**src/rtl/ram_access_controller_if.sv**
```systemverilog
// Core-side request/response handshake bundle for ram_access_controller.
// The master modport is the core; the slave modport is the controller.
interface ram_access_controller_if #(
    parameter int ADDR_WIDTH = 18
);
    logic                  req_valid;
    logic                  req_ready;
    logic                  req_write;
    logic [1:0]            req_size;
    logic                  req_signed;
    logic [ADDR_WIDTH-1:0] req_address;
    logic [31:0]           req_wdata;
    logic                  resp_valid;
    logic                  resp_ready;
    logic [31:0]           resp_rdata;
    logic                  resp_error;

    modport master (
        output req_valid, req_write, req_size, req_signed, req_address, req_wdata, resp_ready,
        input  req_ready, resp_valid, resp_rdata, resp_error
    );

    modport slave (
        input  req_valid, req_write, req_size, req_signed, req_address, req_wdata, resp_ready,
        output req_ready, resp_valid, resp_rdata, resp_error
    );
endinterface

```
**src/rtl/ram_access_controller.sv**
```systemverilog
// ram_access_controller: load/store front-end for the 32-bit, byte-addressed,
// single-port RAM. One request is in flight at a time; the RAM pins are
// registered and only change when a request is accepted or ACCESS ends.
module ram_access_controller #(
    parameter int ADDR_WIDTH  = 18,
    parameter bit ALIGN_CHECK = 1'b0
) (
    input  logic                   clock,
    input  logic                   reset_n,
    ram_access_controller_if.slave bus,
    output logic [ADDR_WIDTH-1:0]  ram_address,
    output logic [31:0]            ram_data_in,
    output logic [3:0]             ram_byte_enablers,
    output logic                   ram_write_enable,
    input  logic [31:0]            ram_data_out
);

    typedef enum logic [1:0] {
        IDLE   = 2'd0,
        ACCESS = 2'd1,
        WAIT   = 2'd2,
        RESP   = 2'd3
    } state_t;

    state_t state;
    state_t state_next;

    // Latched request attributes needed after the accepting edge.
    logic [1:0] size_q;
    logic       signed_q;
    logic       write_q;

    logic accept;   // legal request taken in IDLE, RAM will be accessed
    logic reject;   // request taken in IDLE but answered with an error
    logic take;     // core accepts the response this cycle

    // The RAM rotators align the data, so only the enabled lanes differ by size.
    function automatic logic [3:0] enablers_for(input logic [1:0] size);
        logic [3:0] be;
        case (size)
            2'b00:   be = 4'b0001;
            2'b01:   be = 4'b0011;
            2'b10:   be = 4'b1111;
            default: be = 4'b0000;
        endcase
        return be;
    endfunction

    // Illegal size is always rejected; misalignment only when checking is on.
    function automatic logic bad_request(input logic [1:0] size, input logic [1:0] offset);
        logic bad;
        bad = (size == 2'b11);
        if (ALIGN_CHECK) begin
            if (size == 2'b01 && offset[0])
                bad = 1'b1;
            if (size == 2'b10 && offset != 2'b00)
                bad = 1'b1;
        end
        return bad;
    endfunction

    // Byte 0 of the RAM output is the addressed byte; extend from bit 7 or 15.
    function automatic logic [31:0] extend_load(input logic [31:0] raw,
                                                input logic [1:0]  size,
                                                input logic        sign);
        logic signed [7:0]  lo_byte;
        logic signed [15:0] lo_half;
        logic signed [31:0] ext;
        lo_byte = raw[7:0];
        lo_half = raw[15:0];
        case (size)
            2'b00: begin
                if (sign) ext = 32'(lo_byte);
                else      ext = {24'd0, raw[7:0]};
            end
            2'b01: begin
                if (sign) ext = 32'(lo_half);
                else      ext = {16'd0, raw[15:0]};
            end
            default: ext = raw;
        endcase
        return ext;
    endfunction

    // State register; reset aborts any access in progress.
    always_ff @(posedge clock or negedge reset_n) begin
        if (!reset_n)
            state <= IDLE;
        else
            state <= state_next;
    end

    // Next-state decode, request acceptance and response hand-off.
    always_comb begin
        state_next    = state;
        bus.req_ready = 1'b0;
        accept        = 1'b0;
        reject        = 1'b0;
        take          = 1'b0;
        case (state)
            IDLE: begin
                bus.req_ready = 1'b1;
                if (bus.req_valid) begin
                    if (bad_request(bus.req_size, bus.req_address[1:0])) begin
                        reject     = 1'b1;
                        state_next = RESP;
                    end else begin
                        accept     = 1'b1;
                        state_next = ACCESS;
                    end
                end
            end
            ACCESS:  state_next = write_q ? RESP : WAIT;
            WAIT:    state_next = RESP;
            RESP: begin
                if (bus.resp_ready) begin
                    take       = 1'b1;
                    state_next = IDLE;
                end
            end
            default: state_next = IDLE;
        endcase
    end

    // Request attributes; only read after an accept, so no reset is needed.
    always_ff @(posedge clock) begin
        if (accept) begin
            size_q   <= bus.req_size;
            signed_q <= bus.req_signed;
            write_q  <= bus.req_write;
        end
    end

    // RAM pins: loaded on accept, write enable lives only for the ACCESS cycle.
    always_ff @(posedge clock or negedge reset_n) begin
        if (!reset_n) begin
            ram_address       <= '0;
            ram_data_in       <= '0;
            ram_byte_enablers <= '0;
            ram_write_enable  <= 1'b0;
        end else if (accept) begin
            ram_address       <= bus.req_address;
            ram_data_in       <= bus.req_wdata;
            ram_byte_enablers <= enablers_for(bus.req_size);
            ram_write_enable  <= bus.req_write;
        end else if (state == ACCESS) begin
            ram_write_enable  <= 1'b0;
        end
    end

    // Response registers: set on error, store completion or load capture; cleared on hand-off.
    always_ff @(posedge clock or negedge reset_n) begin
        if (!reset_n) begin
            bus.resp_valid <= 1'b0;
            bus.resp_error <= 1'b0;
            bus.resp_rdata <= '0;
        end else if (reject) begin
            bus.resp_valid <= 1'b1;
            bus.resp_error <= 1'b1;
            bus.resp_rdata <= '0;
        end else if (state == ACCESS && write_q) begin
            bus.resp_valid <= 1'b1;
            bus.resp_error <= 1'b0;
            bus.resp_rdata <= '0;
        end else if (state == WAIT) begin
            bus.resp_valid <= 1'b1;
            bus.resp_error <= 1'b0;
            bus.resp_rdata <= extend_load(ram_data_out, size_q, signed_q);
        end else if (take) begin
            bus.resp_valid <= 1'b0;
            bus.resp_error <= 1'b0;
            bus.resp_rdata <= '0;
        end
    end

endmodule

```
**src/flat_wrapper.sv**
```systemverilog
// flat-port wrapper written by rule: the top's interface ports become plain ports
module ram_access_controller_flat 
#(
    parameter int ADDR_WIDTH  = 18,
    parameter bit ALIGN_CHECK = 1'b0
)
  (clock, reset_n, ram_address, ram_data_in, ram_byte_enablers, ram_write_enable, ram_data_out, bus_req_valid, bus_req_write, bus_req_size, bus_req_signed, bus_req_address, bus_req_wdata, bus_resp_ready, bus_req_ready, bus_resp_valid, bus_resp_rdata, bus_resp_error);
  ram_access_controller_if #(.ADDR_WIDTH(ADDR_WIDTH)) bus_i ();
  input  logic clock;
  input  logic reset_n;
  output logic [ADDR_WIDTH-1:0] ram_address;
  output logic [31:0] ram_data_in;
  output logic [3:0] ram_byte_enablers;
  output logic ram_write_enable;
  input  logic [31:0] ram_data_out;
  input wire logic [$bits(bus_i.req_valid)-1:0] bus_req_valid;
  input wire logic [$bits(bus_i.req_write)-1:0] bus_req_write;
  input wire logic [$bits(bus_i.req_size)-1:0] bus_req_size;
  input wire logic [$bits(bus_i.req_signed)-1:0] bus_req_signed;
  input wire logic [$bits(bus_i.req_address)-1:0] bus_req_address;
  input wire logic [$bits(bus_i.req_wdata)-1:0] bus_req_wdata;
  input wire logic [$bits(bus_i.resp_ready)-1:0] bus_resp_ready;
  output wire logic [$bits(bus_i.req_ready)-1:0] bus_req_ready;
  output wire logic [$bits(bus_i.resp_valid)-1:0] bus_resp_valid;
  output wire logic [$bits(bus_i.resp_rdata)-1:0] bus_resp_rdata;
  output wire logic [$bits(bus_i.resp_error)-1:0] bus_resp_error;
  assign bus_i.req_valid = bus_req_valid;
  assign bus_i.req_write = bus_req_write;
  assign bus_i.req_size = bus_req_size;
  assign bus_i.req_signed = bus_req_signed;
  assign bus_i.req_address = bus_req_address;
  assign bus_i.req_wdata = bus_req_wdata;
  assign bus_i.resp_ready = bus_resp_ready;
  assign bus_req_ready = bus_i.req_ready;
  assign bus_resp_valid = bus_i.resp_valid;
  assign bus_resp_rdata = bus_i.resp_rdata;
  assign bus_resp_error = bus_i.resp_error;
  ram_access_controller #(.ADDR_WIDTH(ADDR_WIDTH), .ALIGN_CHECK(ALIGN_CHECK)) u_core (.clock(clock), .reset_n(reset_n), .bus(bus_i), .ram_address(ram_address), .ram_data_in(ram_data_in), .ram_byte_enablers(ram_byte_enablers), .ram_write_enable(ram_write_enable), .ram_data_out(ram_data_out));
endmodule
```
**config.mk**
```make
export PLATFORM = sky130hd
export DESIGN_NAME = ram_access_controller_flat
export DESIGN_NICKNAME = d
export VERILOG_FILES = /design/src/rtl/ram_access_controller_if.sv /design/src/rtl/ram_access_controller.sv /design/src/flat_wrapper.sv
export SDC_FILE = /design/constraint.sdc
export NUM_CORES = 1
export LEC_CHECK = 0
export CAP_MARGIN = 20
export CELL_PAD_IN_SITES_DETAIL_PLACEMENT = 0
export CELL_PAD_IN_SITES_GLOBAL_PLACEMENT = 1
export CORE_AREA = 3 3 111 113
export CTS_BUF_LIST = sky130_fd_sc_hd__clkbuf_16
export DETAILED_ROUTE_END_ITERATION = 16
export DIE_AREA = 0 0 114 116
export HOLD_SLACK_MARGIN = 0.15
export PLACE_DENSITY_LB_ADDON = 0.3
export REMOVE_ABC_BUFFERS = 1
export SYNTH_ARGS = -nofsm -noshare
export SYNTH_HDL_FRONTEND = slang
export SYNTH_SLANG_ARGS = --single-unit
```
**constraint.sdc**
```tcl
create_clock -name clock -period 4.15 [get_ports clock]
set_input_delay 0.415 -clock clock [delete_from_list [all_inputs] [get_ports clock]]
set_output_delay 0.415 -clock clock [all_outputs]
set_load 0.02 [all_outputs]
```
==> impl_metrics.json, run 1 <==
{
  "powerDensity_mw_per_mm2": 750,
  "required_ps": 3730,
  "port_buffers": 179,
  "synth_cell_types": 31,
  "synth_edf_count": 4,
  "drv_cap": 0,
  "cts_tree": "done",
  "ys.flop_type": "dfrtp_1",
  "antenna_left": 0,
  "core_mm2": 0.0114,
  "comb_power_share": 0.494,
  "vias": 2875,
  "sw_frac_of_total": 0.359,
  "viasPerCell": 4.84,
  "grt-ovfl-total": 0,
  "antennaDiodeCount": 0,
  "path_class": "reg -> out",
  "cts_setup_buffers": 0,
  "drc": 0,
  "fp.dieH_um": 116,
  "end_kind": "output port",
  "pwr-share-seq": 0.344,
  "hpwlAfterDp_mm": 6.96,
  "intPower_w": 0.00287,
  "met1_length_mm": 4.09,
  "finalCritPeriodShare": 0.539,
  "final_nets": 543,
  "routabilityCongestion": 0.707,
  "mostFrequentLayoutCells": "178 x clkdlybuf4s50_1, 90 x dfrtp_1, 51 x mux2_2, 16 x a32o_1, 16 x a22o_1",
  "die_area_mm2": 0.0132,
  "max_clock_freq_mhz": 447,
  "fill_cells": 1027,
  "multi_input_area_mm2": 0.00133,
  "met3WireLength_mm": 1.29,
  "root_buffer": "clkbuf_16",
  "antenna_found_initial": 0,
  "syn_area_mm2": 0.00385,
  "routed_wl_mm": 9.86,
  "area_growth_pct": 55.3,
  "ir_drop_mv": 0.372,
  "fin_tns_setup_ps": 0,
  "cts-resized-gates": 0,
  "drv_slew": 0,
  "finalInstanceArea_mm2": 0.00598,
  "hold_path_class": "in -> async",
  "finalCriticalPeriod_ps": 2240,
  "clock_path_buffers": 2,
  "critPathArrivalTime_ps": 1820,
  "ys_warn_count": 0,
  "tightest_slew_ps": 817,
  "wl_per_cell_um": 16.6,
  "clkPwrFrac": 0.162,
  "grt_max_degree": 61,
  "rsz0062_at_grt": "no",
  "leakagePower_nw": 2.57,
  "cp-start-kind": "flip-flop",
  "ys_ff_latch": 94,
  "power_switching_w": 0.00161,
  "wl_met2_mm": 4.23,
  "cts.sinks": 94,
  "seq_area_mm2": 0.00237,
  "cts_hold_buf": 0,
  "layout_commonest_cell": "clkdlybuf4s50_1",
  "drive_above_1_share": 0.160,
  "postSynthCellCount": 272,
  "avgSynthCellArea_um2": 14.2,
  "clk_latency_ps": 340,
  "start_util": 0.337,
  "htreeDepth": 3,
  "power.total_w": 0.00449,
  "drt-pass1-iter-count": 4,
  "io_pins": 180,
  "slew_headroom": 0.456,
  "setup_viol": 0,
  "rows": 39,
  "post_dp_cell_area_mm2": 0.00573,
  "first_iter_violations": 190,
  "grt_pass1_vias": 3007,
  "cts.clk_slew.worst_paths_ps": 60,
  "worst-path-max-fanout": 6,
  "grtUsageTotal": 0.153,
  "synth-seq-area-share": 0.616,
  "status": "complete, no violations",
  "skew_ps": 4.07,
  "ys_async_sr_fraction": 0.957,
  "die_x_um": 114,
  "highest_layer": "met4",
  "cts_buffers": 9,
  "grt_pass1_wl_mm": 15.6,
  "hold_viol_final": 0
}
-- Yosys cell counts, drive strengths merged (2+ instances only) --
cell type | count | area share
dfrtp | 90 | 0.58
mux2 | 52 | 0.15
a22o | 16 | 0.036
a32o | 16 | 0.042
buf | 16 | 0.029
nand2 | 15 | 0.015
o21ai | 12 | 0.016
or2b | 10 | 0.019
nand2b | 8 | 0.013
ha | 7 | 0.023
inv | 6 | 0.0058
clkbuf | 4 | 0.0039
edfxtp | 4 | 0.031
nand3 | 2 | 0.0026
nand3b | 2 | 0.0039
-- area by class of cell --
cell class                      count  share of cell area
Multi-Input combinational cell    152               0.223
Inverter                            6             0.00376
Timing Repair Buffer              183               0.304
Sequential cell                    94               0.396
Tap cell                          143              0.0299
Clock inverter                      7             0.00544
Clock buffer                        9              0.0376
-- registers in the layout, summed over array words and instances, names as in the netlist --
name	flops
u_core.bus.resp_rdata	32
u_core.ram_data_in	32
u_core.ram_address	18
u_core.ram_byte_enablers	3
u_core.size_q	2
u_core.state	2
u_core.bus.resp_error	1
u_core.bus.resp_valid	1
u_core.ram_write_enable	1
u_core.signed_q	1
u_core.write_q	1
-- path summary, 6_finish.rpt --
path	start	depth (start not counted)	slack, ps	to
min in group clock	u_core.ram_byte_enablers[0]	2	480	u_core.ram_byte_enablers[0]
max reg2reg	u_core.state[1]	5	2120	u_core.ram_data_in[4]
max	u_core.state[1]	3	1910	bus_req_ready
min	reset_n	1	150	u_core.bus.resp_rdata[9]
max in group asynchronous	reset_n	2	3100	u_core.ram_data_in[9]
min reg2reg	u_core.ram_byte_enablers[0]	2	480	u_core.ram_byte_enablers[0]
-- per-stage QoR --
stage	hold WS, ps	utilization	setup slack [ps]	cells
detailed placement	476	0.502	1720	578
CTS	169	0.524	1900	594
finish	152	0.524	1910	594
floorplan	119	-	1180	252
global placement	465	0.502	1760	578
global route	207	0.524	1840	594
-- power groups by stage --
stage / logic [W] / registers (W) / clock network [W]
2_1_floorplan: 0.000676 / 0.00201 / 0
4_1_cts: 0.00225 / 0.00155 / 0.000763
3_5_place_dp: 0.00224 / 0.00156 / 0
6_report: 0.00222 / 0.00155 / 0.000725
3_3_place_gp: 0.00222 / 0.00154 / 0
5_1_grt: 0.00237 / 0.00161 / 0.000802
-- worst max-delay path, cell delays in order, from the launching register on --
cell and delay, ps:
dfrtp_1 430, inv_1 100, ha_1 290, clkdlybuf4s50_1 660
-- metal layers --
metal | global-route usage | up-vias
li1 | - | 1324
met1 | 0.195 | 1386
met2 | 0.212 | 148
met3 | 0.0757 | 17
met4 | 0.0792 | 0
met5 | 0 | -
-- kinds of logic after synthesis --
kind of cell,Yosys count,share of synthesized area
flip-flops,94,0.616
adder cells (fa/ha/maj),7,0.0227
AND/OR/NAND/NOR,43,0.0636
buffers and inverters,26,0.0383
multiplexers,52,0.153
AO/OA/AOI/OAI,50,0.107
Power figures use the tool's default switching activity.
==> inputs of run 2 (changes only) <==
CORE_AREA = 3 3 114 116   (was 3 3 111 113)
DIE_AREA = 0 0 117 119   (was 0 0 114 116)
clock period = 2.3 ns   (was 4.15 ns; I/O delays follow)
==> run 2 against run 1 <==
  * Total power grew 84%
  * Clock power grew 96%
  * Clock-buffer cell count stayed put
  * Flip-flop and latch count is the same
  * Combinational power is 82% higher
  * Worst setup slack got worse by 1700 ps
  * Clock skew grew 0.89 ps
  * Largest power group unchanged
==> impl_metrics.json, run 2 (synthesis gave the netlist of run 1 again) <==
{
  "status": "complete, no violations",
  "comb_power_share": 0.491,
  "pwr-share-seq": 0.337,
  "setup_viol": 0,
  "htreeDepth": 3,
  "required_ps": 2070,
  "hold_viol_final": 0,
  "leakagePower_nw": 2.60,
  "sw_frac_of_total": 0.354,
  "vias": 2882,
  "drv_cap": 0,
  "cts_buffers": 9,
  "intPower_w": 0.00532,
  "viasPerCell": 4.79,
  "routed_wl_mm": 10.0,
  "tightest_slew_ps": 408,
  "antennaDiodeCount": 0,
  "drt-pass1-iter-count": 4,
  "use_met2": 0.208,
  "setup_slack_ps": 261,
  "met3_usage": 0.0803,
  "ir_drop_mv": 0.574,
  "root_buffer": "clkbuf_16",
  "antenna_left": 0,
  "dpl_worst_slack_ps": 201,
  "worst-path-max-fanout": 6,
  "top_usage_layer": "met2",
  "hold_path_class": "in -> async",
  "use_met1": 0.186,
  "core_mm2": 0.0120,
  "cts.sinks": 94,
  "dp.cells": 585,
  "fin_cells": 602,
  "cts.clk_slew.worst_paths_ps": 60,
  "die_x_um": 117,
  "end_kind": "output port",
  "critPathArrivalTime_ps": 1810,
  "rows": 40,
  "final_nets": 547,
  "cts-resized-gates": 0,
  "grt-ovfl-total": 0,
  "drive_above_1_share": 0.160,
  "die_area_mm2": 0.0139,
  "cts_setup_buffers": 0,
  "grtUsageTotal": 0.146,
  "largestRegisters": "u_core.bus.resp_rdata x32, u_core.ram_data_in x32, u_core.ram_address x18",
  "skew_ps": 4.96,
  "start_util": 0.321,
  "powerDensity_mw_per_mm2": 1360,
  "max_clock_freq_mhz": 490,
  "finalCriticalPeriod_ps": 2040,
  "hpwlAfterDp_mm": 7.27,
  "wl_per_cell_um": 16.7,
  "grt_pass1_vias": 2986,
  "drc": 0,
  "grt_pass1_wl_mm": 15.8,
  "grt_max_degree": 46,
  "slew_headroom": 0.728,
  "cts_tree": "done",
  "first_iter_violations": 150,
  "clock_path_buffers": 2,
  "mostFrequentLayoutCells": "178 x clkdlybuf4s50_1, 90 x dfrtp_1, 51 x mux2_2, 16 x a32o_1, 16 x a22o_1",
  "drv_slew": 0,
  "area_growth_pct": 57.5,
  "path_class": "reg -> out",
  "fp.dieH_um": 119,
  "power_switching_w": 0.00292,
  "cp-start-kind": "flip-flop",
  "io_pins": 180,
  "port_buffers": 179,
  "routabilityCongestion": 0.755,
  "clk_latency_ps": 340,
  "rsz0062_at_grt": "no",
  "layout_commonest_cell": "clkdlybuf4s50_1",
  "antenna_found_initial": 0,
  "finalCritPeriodShare": 0.886,
  "clkPwrFrac": 0.172
}
## run 2: metal layers
metal | wire [um] | vias up
met5 | 0 | -
met4 | 159 | 0
met3 | 1440 | 11
met2 | 4260 | 159
met1 | 4170 | 1380
li1 | - | 1332
## run 2: worst max-delay path, stage by stage (launching register included)
cell,delay [ps]
dfrtp_1,400
inv_1,120
ha_1,300
clkdlybuf4s50_1,660
## run 2: worst paths after layout
check	startpoint	endpoint	slack [ps]	cells past startpoint
hold / removal	reset_n	u_core.bus.resp_rdata[10]	370	2
min in group clock	bus_req_signed	u_core.signed_q	470	1
setup reg to reg	u_core.state[1]	u_core.bus.resp_rdata[2]	410	6
max in group asynchronous	reset_n	u_core.ram_address[14]	1300	3
hold reg to reg	u_core.bus.resp_error	u_core.bus.resp_error	480	2
setup / recovery	u_core.state[0]	bus_req_ready	260	3
## run 2: per-stage QoR
step	hold slack, ps	util	instance area [um^2]	setup TNS, ps	total power, W
floorplan	-65.6	-	3730	-38340	0.00485
global placement	174	0.481	5780	0	0.00684
detailed placement	180	0.481	5780	0	0.00689
CTS	377	0.505	6070	0	0.00837
global route	399	0.505	6070	0	0.00877
finish	368	0.505	6070	0	0.00824
## run 2: power groups by stage
stage | sequential, W | clock [W] | combinational [W]
floorplan | 0.00363 | 0 | 0.00122
global placement | 0.00278 | 0 | 0.00406
detailed placement | 0.00280 | 0 | 0.00408
CTS | 0.00279 | 0.00148 | 0.00410
global route | 0.00287 | 0.00156 | 0.00434
finish | 0.00278 | 0.00142 | 0.00404
## run 2: layout make-up
class / count / area (um^2)
fillers: 1064 / 5940
multi-input cells: 152 / 1330
clock buffers: 9 / 225
well taps: 147 / 184
flip-flops and latches: 94 / 2370
inverters: 6 / 22.5
clock inverters: 7 / 56.3
repair buffers: 187 / 1880
## run 2: what timing repair did
action | CTS | global route
setup endpoints to repair | 0 | 0
hold buffers | 1 | 0
endpoints found under the hold margin | 25 | 0
